`config.mk`:
```
export PLATFORM = sky130hd
export DESIGN_NAME = clint
export DESIGN_NICKNAME = d
export VERILOG_FILES = /design/src/rtl/core_pkg.sv /design/src/rtl/clint_tick_gen.sv /design/src/rtl/clint.sv
export SDC_FILE = /design/constraint.sdc
export NUM_CORES = 1
export LEC_CHECK = 0
export ABC_AREA = 1
export CORE_MARGIN = 2
export CORE_UTILIZATION = 35
export CTS_CLUSTER_SIZE = 28
export DETAILED_ROUTE_END_ITERATION = 12
export GPL_ROUTABILITY_DRIVEN = 0
export PLACE_DENSITY = 0.6
export SYNTH_ARGS = -nofsm -noshare
export SYNTH_HDL_FRONTEND = slang
export SYNTH_SLANG_ARGS = --single-unit
```
`constraint.sdc`:
```
create_clock -name clk_i -period 2.1 [get_ports clk_i]
set_input_delay 0.21 -clock clk_i [delete_from_list [all_inputs] [get_ports clk_i]]
set_output_delay 0.21 -clock clk_i [all_outputs]
set_load 0.01 [all_outputs]
```
`src/rtl/core_pkg.sv`:
```
// Shared CLINT definitions: register offsets, address decode and byte-lane merge.
// Imported by clint and clint_tick_gen.
package core_pkg;

  localparam logic [15:0] MSIP_OFF        = 16'h0000;
  localparam logic [15:0] MTIMECMP_LO_OFF = 16'h4000;
  localparam logic [15:0] MTIMECMP_HI_OFF = 16'h4004;
  localparam logic [15:0] MTIME_LO_OFF    = 16'hBFF8;
  localparam logic [15:0] MTIME_HI_OFF    = 16'hBFFC;

  localparam int unsigned PRESCALE_W = 16;

  typedef enum logic [2:0] {
    SEL_NONE,
    SEL_MSIP,
    SEL_CMP_LO,
    SEL_CMP_HI,
    SEL_TIME_LO,
    SEL_TIME_HI
  } reg_sel_e;

  typedef struct packed {
    logic        vld;
    logic        err;
    logic [31:0] dat;
  } rsp_t;

  function automatic reg_sel_e decode_addr(input logic [15:0] addr);
    reg_sel_e sel;
    sel = SEL_NONE;
    if (addr[1:0] == 2'b00) begin
      case (addr)
        MSIP_OFF:        sel = SEL_MSIP;
        MTIMECMP_LO_OFF: sel = SEL_CMP_LO;
        MTIMECMP_HI_OFF: sel = SEL_CMP_HI;
        MTIME_LO_OFF:    sel = SEL_TIME_LO;
        MTIME_HI_OFF:    sel = SEL_TIME_HI;
        default:         sel = SEL_NONE;
      endcase
    end
    return sel;
  endfunction

  function automatic logic [31:0] merge_be(input logic [31:0] old_v,
                                           input logic [31:0] new_v,
                                           input logic [3:0]  be);
    logic [31:0] res;
    res = old_v;
    for (int i = 0; i < 4; i++) begin
      if (be[i]) res[8*i +: 8] = new_v[8*i +: 8];
    end
    return res;
  endfunction

endpackage

```
`src/rtl/clint_tick_gen.sv`:
```
// Prescaler for mtime: tick is high in the cycle where the counter sits at PRESCALE-1.
// Combinational tick output, no backpressure; PRESCALE=1 ticks every cycle.
module clint_tick_gen
  import core_pkg::*;
#(
  parameter int unsigned PRESCALE = 1
) (
  input  logic clk_i,
  input  logic rst_i,
  output logic tick
);

  localparam logic [PRESCALE_W-1:0] LAST = PRESCALE_W'(PRESCALE - 1);

  logic [PRESCALE_W-1:0] cnt_q;
  logic [PRESCALE_W-1:0] cnt_d;

  always_comb begin
    tick  = (cnt_q == LAST);
    cnt_d = tick ? '0 : cnt_q + PRESCALE_W'(1);
  end

  always_ff @(posedge clk_i) begin
    if (rst_i) cnt_q <= '0;
    else       cnt_q <= cnt_d;
  end

endmodule

```
`src/rtl/clint.sv`:
```
// Core-local interruptor: msip, mtimecmp and mtime registers with timer/software interrupts.
// Always ready (gnt_o = req_i); response registered with exactly one cycle of latency.
module clint
  import core_pkg::*;
#(
  parameter int unsigned PRESCALE = 1
) (
  input  logic        clk_i,
  input  logic        rst_i,
  input  logic        req_i,
  input  logic        we_i,
  input  logic [15:0] addr_i,
  input  logic [31:0] wdata_i,
  input  logic [3:0]  be_i,
  output logic        gnt_o,
  output logic        rvalid_o,
  output logic [31:0] rdata_o,
  output logic        err_o,
  output logic        timer_itr_o,
  output logic        soft_itr_o
);

  logic        tick;
  reg_sel_e    sel;
  logic        wr_en;

  logic [63:0] mtime_q,    mtime_d;
  logic [63:0] mtimecmp_q, mtimecmp_d;
  logic        msip_q,     msip_d;
  logic        timer_q,    timer_d;
  rsp_t        rsp_q,      rsp_d;

  clint_tick_gen #(
    .PRESCALE (PRESCALE)
  ) u_tick_gen (
    .clk_i (clk_i),
    .rst_i (rst_i),
    .tick  (tick)
  );

  assign gnt_o = req_i;

  always_comb begin
    sel   = decode_addr(addr_i);
    wr_en = req_i & we_i & (sel != SEL_NONE);
  end

  // A bus write to either mtime half replaces the increment for that cycle.
  always_comb begin
    mtime_d    = tick ? mtime_q + 64'd1 : mtime_q;
    mtimecmp_d = mtimecmp_q;
    msip_d     = msip_q;
    if (wr_en) begin
      case (sel)
        SEL_MSIP:    if (be_i[0]) msip_d = wdata_i[0];
        SEL_CMP_LO:  mtimecmp_d[31:0]  = merge_be(mtimecmp_q[31:0],  wdata_i, be_i);
        SEL_CMP_HI:  mtimecmp_d[63:32] = merge_be(mtimecmp_q[63:32], wdata_i, be_i);
        SEL_TIME_LO: mtime_d = {mtime_q[63:32], merge_be(mtime_q[31:0], wdata_i, be_i)};
        SEL_TIME_HI: mtime_d = {merge_be(mtime_q[63:32], wdata_i, be_i), mtime_q[31:0]};
        default:     ;
      endcase
    end
    timer_d = (mtime_q >= mtimecmp_q);
  end

  always_comb begin
    rsp_d     = '0;
    rsp_d.vld = req_i;
    rsp_d.err = req_i & (sel == SEL_NONE);
    if (req_i && !we_i) begin
      case (sel)
        SEL_MSIP:    rsp_d.dat = {31'd0, msip_q};
        SEL_CMP_LO:  rsp_d.dat = mtimecmp_q[31:0];
        SEL_CMP_HI:  rsp_d.dat = mtimecmp_q[63:32];
        SEL_TIME_LO: rsp_d.dat = mtime_q[31:0];
        SEL_TIME_HI: rsp_d.dat = mtime_q[63:32];
        default:     rsp_d.dat = 32'd0;
      endcase
    end
  end

  always_ff @(posedge clk_i) begin
    if (rst_i) begin
      mtime_q    <= 64'd0;
      mtimecmp_q <= '1;
      msip_q     <= 1'b0;
      timer_q    <= 1'b0;
      rsp_q      <= '0;
    end else begin
      mtime_q    <= mtime_d;
      mtimecmp_q <= mtimecmp_d;
      msip_q     <= msip_d;
      timer_q    <= timer_d;
      rsp_q      <= rsp_d;
    end
  end

  assign rvalid_o    = rsp_q.vld;
  assign err_o       = rsp_q.err;
  assign rdata_o     = rsp_q.dat;
  assign timer_itr_o = timer_q;
  assign soft_itr_o  = msip_q;

endmodule

```
Word-level counts from Yosys, hierarchy flattened
Cells that the tools add are included.
- register bits: 180
- output and inout port bits: 37
- logic and storage cells: 84
- bitwise logic cells: 4
- muxes and demuxes: 10
- add/sub/neg operators: 2
- reductions and logical operators: 26
- order comparisons: 1
- equality and inequality tests: 19
- operators with widths (operator ; number):
    case mux 32 bit (5 select lines) ; 1
    2-to-1 mux 64 bit ; 2
    case mux 64 bit (2 select lines) ; 1
    adder 64 x 1 -> 64 bit, second input constant ; 1
    greater-or-equal comparator 64 bit ; 1
    == test 16 x 15 -> 1 bit, second input constant ; 2
    == test 16 bit, second input constant ; 2
    zero test 16 bit ; 2
    2-to-1 mux 8 bit ; 4
    AND reduction 3 bit ; 9
    != test 3 bit, second input constant ; 8
    adder 16 x 1 -> 16 bit, second input constant ; 1
    AND reduction 2 bit ; 8
    case mux 3 bit (5 select lines) ; 1
    == test 3 x 2 -> 1 bit, second input constant ; 2
    == test 3 bit, second input constant ; 2
    != test 2 bit, second input constant ; 2
    OR reduction 2 bit ; 2
    AND 1 bit ; 3
    == test 3 x 1 -> 1 bit, second input constant ; 1
    zero test 3 bit ; 1
    2-to-1 mux 3 bit ; 1
    nonzero test 3 bit ; 1
    zero test 2 bit ; 1
    3 further kinds ; 3

Logic depth before layout (Yosys ltp)
Gate-level depths: netlist (run 1).
- word-level depth: 7
- gate-level depth with buffers: 15
- mapped depth without buffers: 15

By module
Synthesis (run 1) repeated with hierarchy kept, for this count alone.
- cells, all modules: 2004
- area total of the unflattened synthesis: 12309.3 um^2
- modules (own cells, without submodules) (module ; area an instance (um^2) ; cells each ; sequential area each (um^2) ; times used):
    clint ; 11436.0 ; 1875 ; 3283.1 ; 1
    clint_tick_gen ; 873.3 ; 129 ; 320.3 ; 1

Worst setup path before layout (run 1)
No wires, ideal clock.
- path type: reg2reg
- start: register mtime_q[0]
- end: register mtime_q[44]
- data arrival time: 1788 ps
- setup time: 112 ps
- stages on the path, launching flop included: 15
- setup slack: 201 ps
- path buffers: 0
- path through: dfxtp_1 > ha_1 > nand2_1 > nor2_1 > nand2_1 > nor2_2 > inv_1 > nor2_1 > nand2_1 > o21ai_1 > nand2_1 > nand2_1 > nand2_1 > nor2_1 > nor2_1
- word-level cells in the longest chain between the ends: 4
- RTL lines (element ; line ; text):
    from (decl) ; clint.sv:27 ; logic [63:0] mtime_q, mtime_d;
    from (signal assigned) ; clint.sv:90 ; mtime_q <= mtime_d;
    adder 64 x 1 -> 64 bit * ; clint.sv:50 ; mtime_d = tick ? mtime_q + 64'd1 : mtime_q;
    2-to-1 mux 64 bit * ; clint.sv:50 ;
    case mux 64 bit (2 select lines) ; clint.sv:54 ; case (sel)
    2-to-1 mux 64 bit * ; clint.sv:53 ; if (wr_en) begin
Every way passes the cells marked *; elsewhere a longest branch is shown, timed or not.
A chain may end at the register's enable or synchronous reset.

Final worst setup path (run 1)
- start: register mtime_q[31]
- end: register mtime_q[59]
Same word-level chain as after synthesis.

==> impl_metrics.env, run 1 <==
export IMPL_status="completed"
export IMPL_start_util_pct=35.6
export IMPL_drive_gt1_share_pct=13.5
export IMPL_die_w_um=195
export IMPL_grt_pass1_wl_um=76200
export IMPL_leakage_nw=7.86
export IMPL_netlist_area_um2=12700
export IMPL_dieArea_um2=37800
export IMPL_root_buffer="clkbuf_16"
export IMPL_ant_nets=0
export IMPL_drv_cap=0
export IMPL_worst_slew_pin_transition_ns=0.559
export IMPL_fmax_mhz=501
export IMPL_hold_class="input pin to flip-flop"
export IMPL_avgSynthCellArea_um2=5.98
export IMPL_cp_required_ns=2.45
export IMPL_clk_path_buf_depth=2
export IMPL_post_drt_wl_per_cell_um=17.2
export IMPL_ys_ff_latch=180
export IMPL_synth_edf_count=0
export IMPL_final_common_cell="nand2_1"
export IMPL_nets=2465
export IMPL_ctsHoldBuffers=0
export IMPL_worst_skew_pair_late_latency_ns=0.45
export IMPL_power_density_nw_per_um2=449
export IMPL_cts_tree="built"
export IMPL_grt_ovfl_total=0
export IMPL_final_period_utilization_pct=95.1
export IMPL_crit_type="flip-flop to flip-flop"
export IMPL_syn_nets=2247
export IMPL_track_usage_pct=25.7
export IMPL_period_needed_ns=2.00
export IMPL_fp_row_count=69
export IMPL_rsz0062_at_grt="yes"
export IMPL_finalSetupViolations=0
export IMPL_post_route_drc_count=0
export IMPL_peakVddDrop_mv=0.578
export IMPL_antenna_found_initial=1
export IMPL_vias=14700
export IMPL_clk_pin_slew_worst_paths_ns=0.07
export IMPL_slew_headroom_pct=62.7
export IMPL_core_area_um2=35700
export IMPL_p_total_mw=7.28
export IMPL_die_y_um=195
export IMPL_drt_initial_drc_count=1277
export IMPL_drt_wl_total_um=48400
export IMPL_area_growth_pct=27.7
export IMPL_finalClockSkew_ns=0.0156
export IMPL_mostFrequentLayoutCells="nand2_1 (692), nor2_1 (278), inv_1 (239)"
export IMPL_synth_seq_area_share_pct=28.4
export IMPL_cts_sinks=180
export IMPL_endpoint_kind="flip-flop"
export IMPL_yosysWarnings=0
export IMPL_hold_viol_final=0
export IMPL_yosysUniqueCellTypes=40
export IMPL_finalNonFillerCells=2817
export IMPL_slew_violations=0
export IMPL_grt_max_degree=44
export IMPL_holdWs_ns=0.137
export IMPL_synth_cells=2124
export IMPL_via_per_inst=5.22
export IMPL_numCtsBuffers=17
export IMPL_io_buffer_count=92
export IMPL_grt_pass1_vias=14000
export IMPL_worstSetupStartpointType="flip-flop"
export IMPL_cp_arrival_ns=2.34
export IMPL_hpwl_um=38000
export IMPL_synthFlopType="dfxtp_1"
export IMPL_h_tree_depth=4
export IMPL_crit_fanout=4
export IMPL_async_flop_share_pct=0
export IMPL_drt_pass1_iterations=5
export IMPL_io_pins=93
export IMPL_placed_cells=2783
[cell families after synthesis]
logic type	after synthesis	synth area share (%)
AND/OR/NAND/NOR	1229	40.2
buffers and inverters	322	10.3
AO/OA/AOI/OAI	301	12.8
flip-flops	180	28.4
adder cells (fa/ha/maj)	67	6.60
XOR/XNOR	25	1.72
[cell usage after synthesis, types with 2 or more instances]
cell,instances,area [um2]
nand3b_1,2,15.0
o21ai_1,12,60.1
buf_6,5,56.3
buf_2,14,70.1
o22ai_1,32,200
clkbuf_1,31,116
nand3_2,6,60.1
xor2_1,25,219
a31oi_1,2,12.5
buf_4,12,90.1
buf_1,5,18.8
o21ai_0,77,385
nor3_4,4,65.1
inv_2,13,48.8
o21a_1,2,15.0
nor2_4,2,22.5
ha_1,67,838
o211ai_2,6,75.1
nand2_2,5,31.3
o211ai_1,2,15.0
nor2_1,300,1130
nor4_1,2,12.5
inv_1,241,905
nor3_1,18,90.1
a21oi_1,164,821
dfxtp_1,180,3600
nand4_1,58,363
o21ai_2,2,17.5
nand2_1,700,2630
nor2_2,9,56.3
nand3_1,117,586
[state kept, by name, summed over array words and instances (netlist names)]
register / flops
err_o: 1
rdata_o: 32
rvalid_o: 1
soft_itr_o: 1
mtimecmp_q: 64
mtime_q: 64
u_tick_gen.cnt_q: 16
timer_itr_o: 1
[stage by stage]
| stage | TNS, ns | util, % | instance area [um2] | setup WS, ns |
|---|---|---|---|---|
| final | 0 | 45.5 | 16200 | 0.103 |
| after global routing | -0.217 | 45.5 | 16200 | -0.174 |
| after CTS | 0 | 44.9 | 16000 | 0.000447 |
| after detailed placement | -33.13 | 43.2 | 15400 | -0.345 |
| after global placement | -27.40 | 43.2 | 15400 | -0.357 |
| after floorplan | 0 | - | 12700 | 0.201 |
[path summary, 6_finish.rpt]
check                                   start            end  slack [ns]  depth (start not counted)
worst max-delay path              mtime_q[31]    mtime_q[59]        0.10                         14
worst min-delay path                    rst_i     soft_itr_o        0.14                          2
worst max register to register    mtime_q[31]    mtime_q[59]        0.10                         14
worst min register to register  mtimecmp_q[6]  mtimecmp_q[6]        0.46                          2
[power by group]
group          leakage, nW  total, mW  switching [mW]  internal (mW)
sequential            1.46       3.42         0.00562           3.42
clock                0.302       3.44            1.46           1.98
combinational         6.09      0.415           0.245          0.170
[timing repair]
action,CTS,global route
setup buffers,0,1
setup endpoints to repair,0,58
gates resized for setup,0,71
[routing by layer]
layer / part of all wire [%] / GRT usage (%) / vias up / wire length (um)
li1: - / - / 7243 / -
met1: 44 / 33.6 / 6799 / 21300
met2: 46 / 42.3 / 553 / 22200
met3: 6.4 / 3.73 / 101 / 3090
met4: 3.8 / 10.8 / 0 / 1860
met5: 0 / 0 / - / 0
[final cells by class]
type	instances	area, um2
Sequential cell	180	3630
Multi-Input combinational cell	1622	7960
Clock buffer	22	474
Tap cell	461	577
Timing Repair Buffer	266	2490
Fill cell	3779	19400
Clock inverter	10	143
Antenna cell	1	2.50
Inverter	255	957
[worst max-delay path, cell delays in order (launching register included)]
cell	delay, ns
dfxtp_1	0.39
buf_4	0.18
nand2_1	0.07
nor2_1	0.19
nand2_1	0.12
nor2_1	0.25
nand2_1	0.17
o21ai_1	0.15
nand2_1	0.06
nand2_1	0.05
nand2_1	0.04
nand2_1	0.05
nand3_1	0.06
nand2_1	0.07
inv_1	0.04
No activity file was read; power rests on OpenSTA's default activity.
==> run 2, diff against run 1 <==
Settings changed: CORE_ASPECT_RATIO from default to 0.9.
==> impl_metrics.env, run 2 (synthesized netlist as in run 1, its figures left out) <==
export IMPL_h_tree_depth=4
export IMPL_placed_cells=2810
export IMPL_core_area_um2=35900
export IMPL_endpoint_kind="flip-flop"
export IMPL_hpwl_um=37800
export IMPL_hold_class="input pin to flip-flop"
export IMPL_vias=14700
export IMPL_post_route_drc_count=0
export IMPL_final_common_cell="nand2_1"
export IMPL_seq_power_share_pct=46.3
export IMPL_worstSetupStartpointType="flip-flop"
export IMPL_switchingPower_mw=1.77
export IMPL_ant_nets=0
export IMPL_p_clk_share_pct=48.2
export IMPL_root_buffer="clkbuf_16"
export IMPL_drt_initial_drc_count=1230
export IMPL_drive_gt1_share_pct=14.7
export IMPL_post_drt_wl_per_cell_um=17.0
export IMPL_start_util_pct=35.4
export IMPL_cp_arrival_ns=2.41
export IMPL_track_usage_pct=25.6
export IMPL_finalNonFillerCells=2843
export IMPL_nets=2478
export IMPL_drt_wl_total_um=48300
export IMPL_max_stage_delay_ns=0.34
export IMPL_crit_type="flip-flop to flip-flop"
export IMPL_worstPathCellList="ha_1, nand2_1, inv_1, o21ai_0, nand2_1, nor2_2, nand2_1, a21oi_1, nand3_1, nand2_1, inv_1"
export IMPL_clk_path_buf_depth=2
export IMPL_diodes=0
export IMPL_worstRegToRegCells=11
export IMPL_rrSetupSlack_ns=0.05
export IMPL_grt_max_degree=44
export IMPL_mostFrequentLayoutCells="nand2_1 (687), nor2_1 (268), inv_1 (240)"
export IMPL_period_needed_ns=2.05
export IMPL_die_w_um=205
export IMPL_crit_fanout=2
export IMPL_rsz0062_at_grt="yes"
export IMPL_hold_viol_final=0
export IMPL_sw_frac_of_total_pct=23.9
export IMPL_die_y_um=185
export IMPL_clk_pin_slew_worst_paths_ns=0.07
export IMPL_whs_endpoint="soft_itr_o"
export IMPL_cts_tree="built"
export IMPL_leakage_nw=7.94
export IMPL_hold_depth=2
export IMPL_dieArea_um2=37800
export IMPL_status="completed"
export IMPL_crit_slowest_cell="dfxtp_1"
export IMPL_area_growth_pct=29.0
export IMPL_p_comb_share_pct=5.5
export IMPL_peakVddDrop_mv=0.615
export IMPL_worst_skew_pair_late_latency_ns=0.47
export IMPL_grt_ovfl_total=0
export IMPL_finalSetupViolations=0
export IMPL_hold_start="rst_i"
export IMPL_power_density_nw_per_um2=451
export IMPL_slew_violations=0
export IMPL_worst_slew_pin_transition_ns=0.475
export IMPL_path_common_cell="nand2_1"
export IMPL_via_per_inst=5.19
export IMPL_io_buffer_count=92
export IMPL_p_int_mw=5.62
export IMPL_cts_sinks=180
export IMPL_drt_pass1_iterations=5
export IMPL_rr_startpoint="mtime_q[45]"
export IMPL_fmax_mhz=488
export IMPL_slew_headroom_pct=68.3
export IMPL_drv_cap=0
export IMPL_p_total_mw=7.39
export IMPL_finalClockSkew_ns=0.0142
export IMPL_io_pins=93
export IMPL_fp_row_count=66
export IMPL_antenna_found_initial=0
export IMPL_grt_pass1_vias=13700
export IMPL_numCtsBuffers=17
export IMPL_final_period_utilization_pct=97.6
export IMPL_cp_required_ns=2.47
export IMPL_worst_r2r_endpoint="timer_itr_o"
export IMPL_tns_ns=0
export IMPL_ctsHoldBuffers=0
export IMPL_grt_pass1_wl_um=75100
-- run 2: metrics by stage --
stage               area [um2]  utilization (%)  hold slack, ns  worst slack [ns]
CTS                      16200             45.0           0.224           0.00906
floorplan                12700                -           0.323             0.201
global placement         15500             43.2           0.443            -0.222
global route             16400             45.6           0.257           -0.0354
detailed placement       15500             43.2           0.444            -0.238
finish                   16400             45.6           0.232            0.0513
-- run 2: layout make-up --
class	instances	area, um2
repair buffers	279	2590
clock inverters	9	144
multi-input cells	1622	7980
clock buffers	22	494
fillers	3751	19500
well taps	476	596
inverters	255	960
flip-flops and latches	180	3630
-- run 2: critical path, delay by kind of cell, from the launching register on --
kind / cells / cell delay (ns)
and+or+nand+nor: 6 / 0.85
AOI/OAI and AO/OA: 2 / 0.36
DFF: 1 / 0.34
adders and majority gates: 1 / 0.32
buffers and inverters: 2 / 0.09
-- run 2: timing repair --
action,4_1_cts,5_1_grt
gates resized for setup,2,88
endpoints found under the setup margin,2,51
pin swaps,0,11
setup buffers,0,2
-- run 2: how the worst max path moves through the flow --
stage                        start              to  slack (ns)
global placement         addr_i[1]  mtimecmp_q[31]       -0.22
floorplan               mtime_q[0]     mtime_q[44]        0.20
CTS                 mtimecmp_q[47]     timer_itr_o       0.009
global route            mtime_q[1]     mtime_q[63]       -0.04
finish                 mtime_q[45]     timer_itr_o        0.05
detailed placement       addr_i[1]  mtimecmp_q[26]       -0.24
-- run 2: metal layers --
metal | vias up | share of wire [%] | track usage (%)
met4 | 0 | 2.8 | 8.64
li1 | 7249 | - | -
met3 | 81 | 8.5 | 4.74
met2 | 617 | 45 | 40.8
met1 | 6799 | 44 | 34.7
met5 | - | 0 | 0
-- run 2: power by group through the flow --
stage               Combinational (mW)  Sequential [mW]  Clock, mW
floorplan                        0.148             3.50          0
global placement                 0.393             3.50          0
detailed placement               0.396             3.50          0
CTS                              0.398             3.42       3.60
global route                     0.435             3.42       3.75
finish                           0.405             3.42       3.57
